==> src/rtl/mdu_pkg.sv <==
`default_nettype none
// ============================================================================
// Module      : mdu_pkg
// Description : Shared types and constants for the RV32M multiply/divide
//               sequencer (funct3 op codes, FSM states, special results).
// Revision    : 1.0 - initial release
// ============================================================================
package mdu_pkg;

    localparam int XLEN  = 32;
    localparam int CNT_W = 5;

    // Result of any divide-by-zero quotient, and of signed DIV overflow
    localparam logic [XLEN-1:0] DIV0_Q = 32'hFFFF_FFFF;
    localparam logic [XLEN-1:0] OVF_Q  = 32'h8000_0000;

    // RV32M funct3 encodings
    typedef enum logic [2:0] {
        OP_MUL    = 3'd0,
        OP_MULH   = 3'd1,
        OP_MULHSU = 3'd2,
        OP_MULHU  = 3'd3,
        OP_DIV    = 3'd4,
        OP_DIVU   = 3'd5,
        OP_REM    = 3'd6,
        OP_REMU   = 3'd7
    } mdu_op_t;

    // Sequencer states
    typedef enum logic [1:0] {
        ST_IDLE = 2'd0,
        ST_CALC = 2'd1,
        ST_DONE = 2'd2
    } mdu_state_t;

    // Divide-class operations have funct3[2] set
    function automatic logic op_is_div(input mdu_op_t op);
        return (op == OP_DIV) || (op == OP_DIVU) || (op == OP_REM) || (op == OP_REMU);
    endfunction

    // Remainder-class operations return the remainder instead of the quotient
    function automatic logic op_is_rem(input mdu_op_t op);
        return (op == OP_REM) || (op == OP_REMU);
    endfunction

    // Signed-division ops are the only ones that can overflow
    function automatic logic op_is_sdiv(input mdu_op_t op);
        return (op == OP_DIV) || (op == OP_REM);
    endfunction

    // rs1 is interpreted as signed
    function automatic logic op_a_signed(input mdu_op_t op);
        return (op == OP_MULH) || (op == OP_MULHSU) || (op == OP_DIV) || (op == OP_REM);
    endfunction

    // rs2 is interpreted as signed
    function automatic logic op_b_signed(input mdu_op_t op);
        return (op == OP_MULH) || (op == OP_DIV) || (op == OP_REM);
    endfunction

endpackage
`default_nettype wire

==> src/rtl/mdu_step.sv <==
`default_nettype none
// ============================================================================
// Module      : mdu_step
// Description : One combinational iteration of the sequencer datapath.
//               Multiply: shift-add on {hi, multiplier}, one bit per call.
//               Divide  : restoring step on {remainder, dividend/quotient};
//                         the quotient bit is returned separately and the
//                         low bit of acc_o is left clear for it.
// Revision    : 1.0 - initial release
// ============================================================================
module mdu_step #(
    parameter int XLEN = 32
) (
    input  logic              is_div_i,
    input  logic [2*XLEN-1:0] acc_i,
    input  logic [XLEN-1:0]   opnd_i,
    output logic [2*XLEN-1:0] acc_o,
    output logic              qbit_o
);

    logic [XLEN:0]   w_mul_sum;
    logic [XLEN:0]   w_rem_sh;
    logic [XLEN-1:0] w_rem_sub;
    logic [XLEN-1:0] w_rem_new;
    logic            w_ge;

    // Compute both candidate iterations and select by operation class
    always_comb begin
        // Multiply: add multiplicand into the high half when the multiplier
        // LSB is set, then shift the whole accumulator right by one.
        w_mul_sum = {1'b0, acc_i[2*XLEN-1:XLEN]}
                  + (acc_i[0] ? {1'b0, opnd_i} : {(XLEN+1){1'b0}});

        // Divide: shift the next dividend bit into the partial remainder.
        // The shifted remainder can reach 33 bits; if its top bit is set it
        // is certainly >= divisor, and the 32-bit difference is exact
        // because the true difference is below the divisor.
        w_rem_sh  = acc_i[2*XLEN-1:XLEN-1];
        w_ge      = w_rem_sh[XLEN] | (w_rem_sh[XLEN-1:0] >= opnd_i);
        w_rem_sub = w_rem_sh[XLEN-1:0] - opnd_i;
        w_rem_new = w_ge ? w_rem_sub : w_rem_sh[XLEN-1:0];

        if (is_div_i) begin
            acc_o  = {w_rem_new, acc_i[XLEN-2:0], 1'b0};
            qbit_o = w_ge;
        end else begin
            acc_o  = {w_mul_sum, acc_i[XLEN-1:1]};
            qbit_o = 1'b0;
        end
    end

endmodule
`default_nettype wire

==> src/rtl/mdu_seq.sv <==
`default_nettype none
// ============================================================================
// Module      : mdu_seq
// Description : Iterative RV32M multiply/divide sequencer for Execute.
//               Accepts one M op, stalls the pipeline for 32 iterations
//               (plus the accept cycle), pulses done for one cycle with the
//               result. Divide-by-zero and signed overflow finish without
//               iterating.
// Revision    : 1.0 - initial release
// ============================================================================
module mdu_seq #(
    parameter int XLEN  = mdu_pkg::XLEN,
    parameter int CNT_W = mdu_pkg::CNT_W
) (
    input  logic            clk,
    input  logic            rst_n,
    input  logic            startE,
    input  logic [2:0]      opE,
    input  logic [XLEN-1:0] opAE,
    input  logic [XLEN-1:0] opBE,
    input  logic            flushE,
    output logic            stallE,
    output logic            done,
    output logic [XLEN-1:0] result
);

    import mdu_pkg::*;

    localparam logic [CNT_W-1:0] C_LAST = CNT_W'(XLEN - 1);

    // Architectural state
    mdu_state_t        state_q, state_d;
    logic [CNT_W-1:0]  cnt_q,   cnt_d;
    logic [2*XLEN-1:0] acc_q,   acc_d;
    logic [XLEN-1:0]   opnd_q,  opnd_d;
    mdu_op_t           op_q,    op_d;
    logic              sa_q,    sa_d;
    logic              sb_q,    sb_d;
    logic [XLEN-1:0]   result_q, result_d;

    // Incoming-operation decode
    mdu_op_t         w_op_in;
    logic            w_sa_in;
    logic            w_sb_in;
    logic [XLEN-1:0] w_maga_in;
    logic [XLEN-1:0] w_magb_in;
    logic            w_div0;
    logic            w_ovf;
    logic [XLEN-1:0] w_special;

    // Iteration datapath and final correction
    logic [2*XLEN-1:0] w_acc_raw;
    logic              w_qbit;
    logic [2*XLEN-1:0] w_acc_step;
    logic [2*XLEN-1:0] w_prod;
    logic [XLEN-1:0]   w_quo;
    logic [XLEN-1:0]   w_rem;
    logic [XLEN-1:0]   w_final;

    mdu_step #(
        .XLEN (XLEN)
    ) u_step (
        .is_div_i (op_is_div(op_q)),
        .acc_i    (acc_q),
        .opnd_i   (opnd_q),
        .acc_o    (w_acc_raw),
        .qbit_o   (w_qbit)
    );

    // Decode the operation waiting in Execute: signs, magnitudes, special cases
    always_comb begin
        w_op_in   = mdu_op_t'(opE);
        w_sa_in   = op_a_signed(w_op_in) & opAE[XLEN-1];
        w_sb_in   = op_b_signed(w_op_in) & opBE[XLEN-1];
        w_maga_in = w_sa_in ? (~opAE + 1'b1) : opAE;
        w_magb_in = w_sb_in ? (~opBE + 1'b1) : opBE;
        w_div0    = op_is_div(w_op_in) && (opBE == '0);
        w_ovf     = op_is_sdiv(w_op_in) && (opAE == OVF_Q) && (opBE == '1);
        if (w_div0) begin
            w_special = op_is_rem(w_op_in) ? opAE : DIV0_Q;
        end else begin
            w_special = op_is_rem(w_op_in) ? '0 : OVF_Q;
        end
    end

    // Merge the quotient bit and apply sign correction to the last iteration
    always_comb begin
        w_acc_step = {w_acc_raw[2*XLEN-1:1], w_acc_raw[0] | w_qbit};
        w_prod     = (sa_q ^ sb_q) ? (~w_acc_step + 1'b1) : w_acc_step;
        w_quo      = (sa_q ^ sb_q) ? (~w_acc_step[XLEN-1:0] + 1'b1)
                                   : w_acc_step[XLEN-1:0];
        w_rem      = sa_q ? (~w_acc_step[2*XLEN-1:XLEN] + 1'b1)
                          : w_acc_step[2*XLEN-1:XLEN];
        unique case (op_q)
            OP_MUL:                     w_final = w_prod[XLEN-1:0];
            OP_MULH, OP_MULHSU,
            OP_MULHU:                   w_final = w_prod[2*XLEN-1:XLEN];
            OP_DIV, OP_DIVU:            w_final = w_quo;
            OP_REM, OP_REMU:            w_final = w_rem;
            default:                    w_final = '0;
        endcase
    end

    // Next-state logic: accept, iterate, complete; flush overrides everything
    always_comb begin
        state_d  = state_q;
        cnt_d    = cnt_q;
        acc_d    = acc_q;
        opnd_d   = opnd_q;
        op_d     = op_q;
        sa_d     = sa_q;
        sb_d     = sb_q;
        result_d = result_q;

        unique case (state_q)
            ST_IDLE: begin
                if (startE) begin
                    op_d = w_op_in;
                    if (w_div0 || w_ovf) begin
                        result_d = w_special;
                        state_d  = ST_DONE;
                    end else begin
                        // Same layout for both classes: low half holds the
                        // multiplier / dividend, high half starts at zero.
                        acc_d   = {{XLEN{1'b0}}, w_maga_in};
                        opnd_d  = w_magb_in;
                        sa_d    = w_sa_in;
                        sb_d    = w_sb_in;
                        cnt_d   = '0;
                        state_d = ST_CALC;
                    end
                end
            end
            ST_CALC: begin
                acc_d = w_acc_step;
                cnt_d = cnt_q + 1'b1;
                if (cnt_q == C_LAST) begin
                    result_d = w_final;
                    state_d  = ST_DONE;
                end
            end
            ST_DONE: begin
                // startE here still belongs to the completed instruction
                state_d = ST_IDLE;
            end
            default: begin
                state_d = ST_IDLE;
            end
        endcase

        if (flushE) begin
            state_d = ST_IDLE;
            cnt_d   = '0;
        end
    end

    // State registers with asynchronous active-low reset
    always_ff @(posedge clk or negedge rst_n) begin
        if (!rst_n) begin
            state_q  <= ST_IDLE;
            cnt_q    <= '0;
            acc_q    <= '0;
            opnd_q   <= '0;
            op_q     <= OP_MUL;
            sa_q     <= 1'b0;
            sb_q     <= 1'b0;
            result_q <= '0;
        end else begin
            state_q  <= state_d;
            cnt_q    <= cnt_d;
            acc_q    <= acc_d;
            opnd_q   <= opnd_d;
            op_q     <= op_d;
            sa_q     <= sa_d;
            sb_q     <= sb_d;
            result_q <= result_d;
        end
    end

    // Pipeline handshake outputs
    always_comb begin
        stallE = ((state_q == ST_IDLE) && startE && !flushE) || (state_q == ST_CALC);
        done   = (state_q == ST_DONE);
        result = result_q;
    end

endmodule
`default_nettype wire

==> config.mk <==
export PLATFORM = sky130hd
export DESIGN_NAME = mdu_seq
export DESIGN_NICKNAME = d
export VERILOG_FILES = /design/src/rtl/mdu_pkg.sv /design/src/rtl/mdu_step.sv /design/src/rtl/mdu_seq.sv
export SDC_FILE = /design/constraint.sdc
export NUM_CORES = 1
export LEC_CHECK = 0
export ABC_CLOCK_PERIOD_IN_PS = 8500
export BUFFER_PORTS_ARGS = -buffer_cell sky130_fd_sc_hd__buf_2
export CORE_MARGIN = 5
export CORE_UTILIZATION = 26
export CTS_CLUSTER_DIAMETER = 40
export DETAILED_ROUTE_END_ITERATION = 16
export HOLD_SLACK_MARGIN = 0.03
export PLACE_DENSITY_LB_ADDON = 0.15
export SETUP_SLACK_MARGIN = 0.15
export SLEW_MARGIN = 20
export SYNTH_ARGS = -nofsm -noshare
export SYNTH_HDL_FRONTEND = slang
export SYNTH_SLANG_ARGS = --single-unit
==> constraint.sdc <==
create_clock -name clk -period 8.5 [get_ports clk]
set_input_delay 1.7 -clock clk [delete_from_list [all_inputs] [get_ports clk]]
set_output_delay 1.7 -clock clk [all_outputs]
set_load 0.1 [all_outputs]
### Yosys cells after proc, flatten, opt, wreduce, memory -nomap -nowiden

Cells that the tools add are included.

* register bits: 140

* $add $sub $neg: 8
* order comparisons: 1
* equality and inequality tests: 25
* mux-type cells: 29
* bitwise logic cells: 11
* reductions and logical operators: 35

Operator list (count)
* $mux 32: 12
* $mux 64: 4
* $add 32x1->32 const B: 4
* $not 32->32: 4
* $pmux 32 s4: 1
* $pmux 64 s2: 1
* $add 64x1->64 const B: 1
* $eq 32x32->1 const B: 2
* $not 64->64: 1
* $pmux 32 s2: 1
* $add 32x33->33: 1
* $ge 32x32->1: 1
* $logic_not 32->1: 1
* $sub 32x32->32: 1
* $eq 3x3->1 const B: 8
* $logic_or 1x1->1: 15
* $mux 5: 3
* $pmux 5 s2: 1
* $eq 3x2->1 const B: 3
* $ne 3x3->1 const B: 3
* $reduce_and 3->1: 3
* $mux 2: 4
* $ne 2x2->1 const B: 4
* $eq 3x1->1 const B: 2
* other kinds (20): 28

### Logic depth before layout (Yosys ltp)

Gate-level depths: netlist of the first run.

* word-level depth: 12
* gate-level depth with buffers: 25
* mapped depth without buffers: 23

### Cells and area by module

A second synthesis of the first run with hierarchy kept.

* cell total of the unflattened synthesis: 2011
* area, all modules: 14994.4 um^2

Modules (own cells, without submodules)
* mdu_seq: instances 1, cells an instance 1321, area each 10278.6 um^2, seq. area each 3503.4 um^2
* mdu_step: instances 1, cells an instance 690, area each 4715.8 um^2, seq. area each 0.0 um^2

### Worst setup path before layout of the first run

No wires, ideal clock.

* kind: register to register
* from: reg op_q[2]
* to: reg result_q[14] (netlist: result[14])
* arrival time: 5.420 ns
* data required time: 8.374 ns
* setup slack: 2.955 ns
* cell stages (with the launch flop): 24
* buffers on the path: 9
* cells stage by stage: dfrtp_1 clkbuf_1 buf_2 buf_1 clkbuf_1 buf_2 buf_1 buf_1 clkbuf_1 o21ai_0 ha_1 o211ai_1 or3_1 nor2_1 o21a_1 o2111ai_1 or4_1 or2_0 clkbuf_1 o21ai_1 o22ai_1 a211o_1 a221oi_1 nor2_1

* longest elaborated chain between the ends: 12
* elaborated cells on any way between the ends: 29
* those cells by class: add/sub (3); eq/ne (7); mux (8); bitwise (4); reduce/logical (7)

RTL lines
* from (decl): line mdu_seq.sv:36 `mdu_op_t op_q, op_d;`
* from (signal assigned): line mdu_seq.sv:173 `op_q <= op_d;`
* $eq 3x3->1: line mdu_pkg.sv:38, mdu_seq.sv:94
* $logic_or 1x1->1 (3 in a row): line mdu_pkg.sv:38 `return (op == OP_DIV) || (op == OP_DIVU) || (op == OP_REM) || (op == OP_REMU);`
* $mux 64 or $mux 1 (tied branches): line mdu_step.sv:43 `if (is_div_i) begin`
* $or 1x1->1: line mdu_seq.sv:88 `w_acc_step = {w_acc_raw[2*XLEN-1:1], w_acc_raw[0] | w_qbit};`
* $not 64->64 or $not 32->32 (tied branches): line mdu_seq.sv:89, mdu_seq.sv:90
* $add 64x1->64 or $add 32x1->32 (tied branches): line mdu_seq.sv:89, mdu_seq.sv:90
* $mux 64 or $mux 32 (tied branches): line mdu_seq.sv:89, mdu_seq.sv:90
* $pmux 32 s4 (*): line mdu_seq.sv:94 `unique case (op_q)`
* $mux 32 (*): line mdu_seq.sv:137 `if (cnt_q == C_LAST) begin`
* $pmux 32 s2 (*): line mdu_seq.sv:115 `unique case (state_q)`
* to (signal assigned): line mdu_seq.sv:176 `result_q <= result_d;`
* to (decl): line mdu_seq.sv:39 `logic [XLEN-1:0] result_q, result_d;`

Every way passes the cells marked *; elsewhere a longest branch is shown, timed or not. The select of a mux whose other input is x is not followed.
A chain may end at the register's enable or synchronous reset.

### Final worst setup path of the first run

* from: reg acc_q[31]
* to: reg result_q[12] (netlist: result[12])

* longest elaborated chain between the ends: 10
* elaborated cells on any way between the ends: 19
* those cells by class: add/sub (4); order compare (1); mux (9); bitwise (5)

RTL lines
* from (decl): line mdu_seq.sv:34 `logic [2*XLEN-1:0] acc_q, acc_d;`
* from (signal assigned): line mdu_seq.sv:162 `acc_q <= '0;`
* from (signal assigned): line mdu_seq.sv:171 `acc_q <= acc_d;`
* $ge 32x32->1: line mdu_step.sv:39 `w_ge = w_rem_sh[XLEN] | (w_rem_sh[XLEN-1:0] >= opnd_i);`
* $or 1x1->1: line mdu_step.sv:39
* $mux 1 or $mux 32 (tied branches): line mdu_step.sv:43, mdu_step.sv:41
* $or 1x1->1 or $mux 64 (tied branches): line mdu_seq.sv:88, mdu_step.sv:43
* $not 64->64, or another cell as far along: line mdu_seq.sv:89 `w_prod = (sa_q ^ sb_q) ? (~w_acc_step + 1'b1) : w_acc_step;`
* $add 64x1->64, or another cell as far along: line mdu_seq.sv:89
* $mux 64, or another cell as far along: line mdu_seq.sv:89
* $pmux 32 s4 (*): line mdu_seq.sv:94
* $mux 32 (*): line mdu_seq.sv:137
* $pmux 32 s2 (*): line mdu_seq.sv:115

Marked as above.

==> run summary, run 1 <==
DP Wirelength = 54.4 mm
Remaining Overflow, GRT = 0
clock root cell = clkbuf_16
Final Instance Area = 17400 µm²
Yosys top cell by area = dfrtp_1
Max Cap Violations = 0
First DRT Iteration DRCs = 1396
Yosys cell types = 93
die area = 64800 µm²
Yosys warnings = 0
sequential area share after synthesis = 22.5%
Crit Path Max Fanout = 12
Initial DRT Pass Iterations = 6
Vert. Die Dim = 254 µm
Synth Area per Inst = 7.23 µm²
post-synthesis cell count = 2149
worst skew pair latency = 0.51 ns
layout cells sized above 1 = 10.1%
Reg2Reg Depth = 23
CTS tree = done
Static Leak = 6.73 nW
average wire per standard cell = 23.8 µm
worst hold path class = reg2reg
most frequent cells in the layout = nand2_1 (269), o21ai_0 (206), nor2_1 (200)
Vias = 16900
Post-Synthesis Cell Area = 15500 µm²
Hold Slack = 0.495 ns
Peak Freq = 146 MHz
Rel. slew slack = 27.7%
P per Cell Area = 263 nW/µm²
IO Port Bufs = 104
RSZ-0062 raised after global routing = no
number of top-level pins = 105
Tmin final = 6.87 ns
fill count = 6402
Post-CTS Setup Bufs = 0
Num CTS Buffers = 17
predominant post-synthesis flop cell = dfrtp_1
first-pass GRT wire length = 106 mm
Async SR Flop Fraction = 100%
max-slew violations = 0
Max VDD drop = 0.123 mV
clock-pin slew on the worst setup and hold paths = 0.07 ns
register bit total from synthesis = 140
clk sinks = 140
Initial Utilization = 26.3%
area delta synth->final = 11.8%
Worst Path Required = 8.84 ns
nets = 2317
hold depth = 2
Resize count post-CTS = 0
Crit Path Class = reg2reg
final wirelength = 70.4 mm
Final setup viols = 0
commonest non-fill, non-tap cell in the layout = nand2_1
setup_tns = 0 ns
fraction of synthesized cell area taken by the top area cell type = 22.5%
vias in the first global route = 16400
top cells by area, synth = dfrtp_1 (23%), o21ai_0 (6.6%), nand2_1 (6.5%)
maximum clock path buffer count = 2
H-tree levels = 4
GPL Wtd Cong = 0.896
diode count = 0
initial antenna violation count = 1
hold buffers post-CTS = 0
Slew @ Worst Pin = 1.08 ns
Post-DP Area = 16800 µm²
Routed Antenna Nets = 0
skew final = 0.0161 ns
Post-route DRC = 0
CP Launch Type = flop
final hold vios = 0
Core ar. = 59100 µm²
status = finished clean
crit share post-route = 80.8%
largest net degree at the start of global routing = 82
Worst setup EP type = flop
Mapped Nets = 2293
Die X = 254 µm
number of flops mapped to enable cells by yosys = 0
Row Count = 89
All-Layer GR Usage = 21.4%
DR vias/cell = 5.71
WP data arrival = 7.21 ns
==> stage by stage <==
step	power, mW	setup WS (ns)	utilization, %	std cells
final	4.57	1.63	29.4	2959
after global routing	4.89	1.29	29.4	2959
after CTS	4.56	1.69	29.4	2958
after detailed placement	3.79	1.74	28.4	2926
after global placement	3.80	1.87	28.4	2926
after floorplan	2.86	2.95	-	2149
==> power breakdown <==
group | internal, mW | total (mW) | leakage [nW] | switching (mW)
Clock | 0.382 | 0.743 | 0.251 | 0.361
Sequential | 0.772 | 0.934 | 1.67 | 0.161
Combinational | 0.985 | 2.89 | 4.81 | 1.91
Total | 2.14 | 4.57 | 6.73 | 2.43
==> registers in the layout, summed over array words and instances, names as in the netlist <==
name	cells
acc_q	64
cnt_q	5
op_q	3
opnd_q	32
result	32
sa_q	1
sb_q	1
state_q	2
==> final cells by class <==
cell class                 count  area, µm²  share of cell area, %
clock inverter                14        115                  0.663
clock buffer                  18        439                   2.53
multi-input combinational   1818      11300                   65.3
timing repair buffer         139        787                   4.53
inverter                      57        214                   1.23
sequential                   140       3510                   20.2
tap                          773        967                   5.57
==> cell usage after synthesis, types with 5 or more instances <==
master	instances
a211oi_1	27
o22ai_1	36
or3_1	26
o211ai_1	64
a211o_1	7
a22oi_1	5
o21ai_0	206
o211a_1	5
o2111ai_1	6
inv_1	57
and3_1	19
nor2b_1	14
nand4_1	36
a21o_1	28
nor3b_1	6
or2_2	6
nand2b_1	17
xor2_1	72
o31ai_1	28
nand2_1	270
a31oi_1	29
xnor2_1	94
nor2_1	202
or4_1	11
a21oi_1	172
nor3_1	66
buf_1	15
a21boi_0	5
a221oi_1	12
mux2_2	7
o21a_1	14
nor4_1	21
o41ai_1	9
nand3_1	41
o221ai_1	10
ha_1	71
o21bai_1	6
mux2i_1	33
o21ai_1	10
dfrtp_1	140
buf_2	18
a41oi_1	6
clkbuf_1	98
and2_1	41
o311ai_0	5
==> worst paths after layout <==
check,slack (ns),end,startpoint
setup / recovery,1.63,result[12],acc_q[31]
hold / removal,0.50,result[4],result[4]
setup reg to reg,1.63,result[12],acc_q[31]
hold reg to reg,0.50,result[4],result[4]
max in group asynchronous,5.72,op_q[2],rst_n
min in group asynchronous,1.26,acc_q[19],rst_n
==> cell families after synthesis <==
kind of cell             synth area share (%)
AO/OA/AOI/OAI                            30.2
XOR/XNOR                                 9.36
adder cells (fa/ha/maj)                  5.97
buffers and inverters                    4.84
flip-flops                               22.5
multiplexers                             2.63
AND/OR/NAND/NOR                          24.5
==> critical path, stage by stage (launching register included) <==
cell	delay, ns
dfrtp_1	0.45
inv_1	0.17
ha_1	0.22
fa_1	0.26
nand2b_1	0.20
a2111oi_2	0.11
a211oi_2	0.44
a21oi_1	0.12
buf_4	0.21
nor2_1	0.15
nand2_1	0.14
o21ai_0	0.22
ha_1	0.26
o211ai_1	0.11
or3_1	0.44
nor2_1	0.25
o21a_1	0.24
o2111ai_1	0.21
or4_1	0.64
or2_0	0.49
nand2_1	0.34
a21oi_1	0.11
o311ai_0	0.78
nand3_1	0.13
==> layer usage <==
layer | GRT usage, % | share of wire, %
met3 | 3.38 | 5.5
met2 | 34.3 | 46
met1 | 29.9 | 46
met5 | 0 | 0
met4 | 6.06 | 2.5
Note: power is estimated with default switching activity, not from simulation.
==> inputs of run 2 (changes only) <==
ABC_AREA = 1   (was default)
ABC_CLOCK_PERIOD_IN_PS = 5630   (was 8500)
clock period = 5.63 ns   (was 8.5 ns; I/O delays follow)
==> run 2 against run 1 <==
Flip-flop and latch count stayed put. Sequential share of layout area is 2.1 points lower. Register-to-register slack worse by 1.1 ns. Clock-buffer cell count is 1 higher. First-iteration DRC count is 51% higher. Critical path type unchanged. Area after synthesis is 12% higher. Cell count is 34% higher. Synthesized cell count is 41% higher. Largest cell class unchanged.
==> run summary, run 2 <==
fill count = 7654
largest net degree at the start of global routing = 90
Post-CTS Setup Bufs = 0
maximum clock path buffer count = 2
commonest non-fill, non-tap cell in the layout = nand2_1
Initial DRT Pass Iterations = 8
FF+latch area = 3510 µm²
number of top-level pins = 105
Crit path top cell by count = nand2_1
clk sinks = 140
sequential area share after synthesis = 20.1%
reg2reg setup slack = 0.57 ns
Num CTS Buffers = 17
Crit Path Max Fanout = 12
register bit total from synthesis = 140
Hold Path End = sb_q
status = finished clean
final hold vios = 0
H-tree levels = 4
Worst R2R Start = opnd_q[0]
Core ar. = 66100 µm²
number of flops mapped to enable cells by yosys = 0
Async SR Flop Fraction = 100%
setup_tns = 0 ns
WP data arrival = 5.48 ns
Routed Antenna Nets = 0
final wirelength = 83.2 mm
Worst Path Required = 6.05 ns
Vias = 20000
IO Port Bufs = 104
vias in the first global route = 18800
DP Wirelength = 68.0 mm
hold depth = 2
First DRT Iteration DRCs = 2101
Post-route DRC = 0
Resize count post-CTS = 0
Vert. Die Dim = 269 µm
CTS tree = done
post-synthesis cell count = 3029
Mapped Nets = 3173
first-pass GRT wire length = 124 mm
Synth top cells by count = nand2_1 (890), inv_1 (476), nor2_1 (334), nand3_1 (277), o21ai_0 (187)
Post-DP Area = 18900 µm²
max-slew violations = 0
Slew @ Worst Pin = 0.879 ns
Yosys top cell by area = dfrtp_1
die area = 72200 µm²
max reg flops = 64
average wire per standard cell = 21.0 µm
Yosys warnings = 0
multi-input logic area = 11600 µm²
Synth Area per Inst = 5.75 µm²
Max stage delay cell, worst path = dfrtp_1
most frequent cells in the layout = nand2_1 (890), inv_1 (476), nor2_1 (332)
CP Launch Type = flop
fraction of synthesized cell area taken by the top area cell type = 20.1%
skew final = 0.0150 ns
nets = 3238
Largest Register = acc_q
Yosys cell types = 61
Tmin final = 5.06 ns
area delta synth->final = 11.6%
top cells by area, synth = dfrtp_1 (20%), nand2_1 (19%), inv_1 (10%)
Final setup viols = 0
FF-to-FF End = result[12]
Peak Freq = 198 MHz
Rel. slew slack = 40.9%
All-Layer GR Usage = 22.7%
Reg2Reg Depth = 30
Max Cap Violations = 0
clock-pin slew on the worst setup and hold paths = 0.07 ns
count leader, synth = nand2_1
predominant post-synthesis flop cell = dfrtp_1
clock root cell = clkbuf_16
Final Instance Area = 19400 µm²
Post-Synthesis Cell Area = 17400 µm²
Row Count = 94
Min-Delay Startpoint = sb_q
DR vias/cell = 5.04
hold buffers post-CTS = 0
worst hold path class = reg2reg
GPL Wtd Cong = 0.995
slowest stage delay, CP = 0.50 ns
Crit Path Class = reg2reg
RSZ-0062 raised after global routing = no
worst skew pair latency = 0.50 ns
Worst setup EP type = flop
Die X = 269 µm
Remaining Overflow, GRT = 0
layout cells sized above 1 = 9.17%
initial antenna violation count = 1
Initial Utilization = 26.3%
crit share post-route = 89.9%
## run 2: cell type report
class,count,area share (%)
diodes,1,0.0129
clock buffers,19,2.28
clock inverters,13,0.676
inverters,487,9.41
multi-input cells,2308,59.8
flip-flops and latches,140,18.1
well taps,864,5.56
repair buffers,140,4.17
## run 2: critical path, delay by kind of cell (launching register included)
family                   cells  cell delay (ns)
flip-flops                   1             0.50
XOR/XNOR                     1             0.19
AO/OA/AOI/OAI                3             0.56
AND/OR/NAND/NOR             20             2.70
buffers and inverters        3             0.23
adder cells (fa/ha/maj)      3             0.79
## run 2: worst max-delay path by stage
stage                     startpoint    endpoint  slack [ns]  cells after the start
after floorplan               flushE      stallE        1.14                      3
after global placement     opnd_q[0]  result[14]        0.83                     28
after detailed placement   opnd_q[0]  result[12]        0.76                     30
after CTS                  opnd_q[0]  result[12]        0.73                     30
after global routing       opnd_q[0]  result[12]        0.23                     30
final                      opnd_q[0]  result[12]        0.57                     30
## run 2: routing by layer
metal	track usage, %	part of all wire, %
met1	33.4	48
met5	0	0
met2	35.0	43
met4	7.02	2.9
met3	2.55	5.9
## run 2: kinds of logic after synthesis
| group | Yosys count | share of synthesized area [%] |
|---|---|---|
| compound gates | 448 | 14.7 |
| xor+xnor | 83 | 4.18 |
| fa+ha+maj | 73 | 5.33 |
| buf+inv | 581 | 13.2 |
| flops | 140 | 20.1 |
| mux | 1 | 0.0647 |
| simple gates | 1703 | 42.4 |
## run 2: through the flow
| step | util (%) | std cells | hold WS, ns | worst slack, ns |
|---|---|---|---|---|
| final | 29.4 | 3972 | 0.517 | 0.568 |
| after detailed placement | 28.5 | 3939 | 0.499 | 0.761 |
| after floorplan | - | 3029 | 0.454 | 1.14 |
| after global routing | 29.4 | 3972 | 0.540 | 0.235 |
| after global placement | 28.5 | 3939 | 0.493 | 0.834 |
| after CTS | 29.4 | 3971 | 0.520 | 0.728 |
Power of run 2 is not shown: default switching activity piles up to over one toggle a cycle in this logic, so the estimate is an artifact.
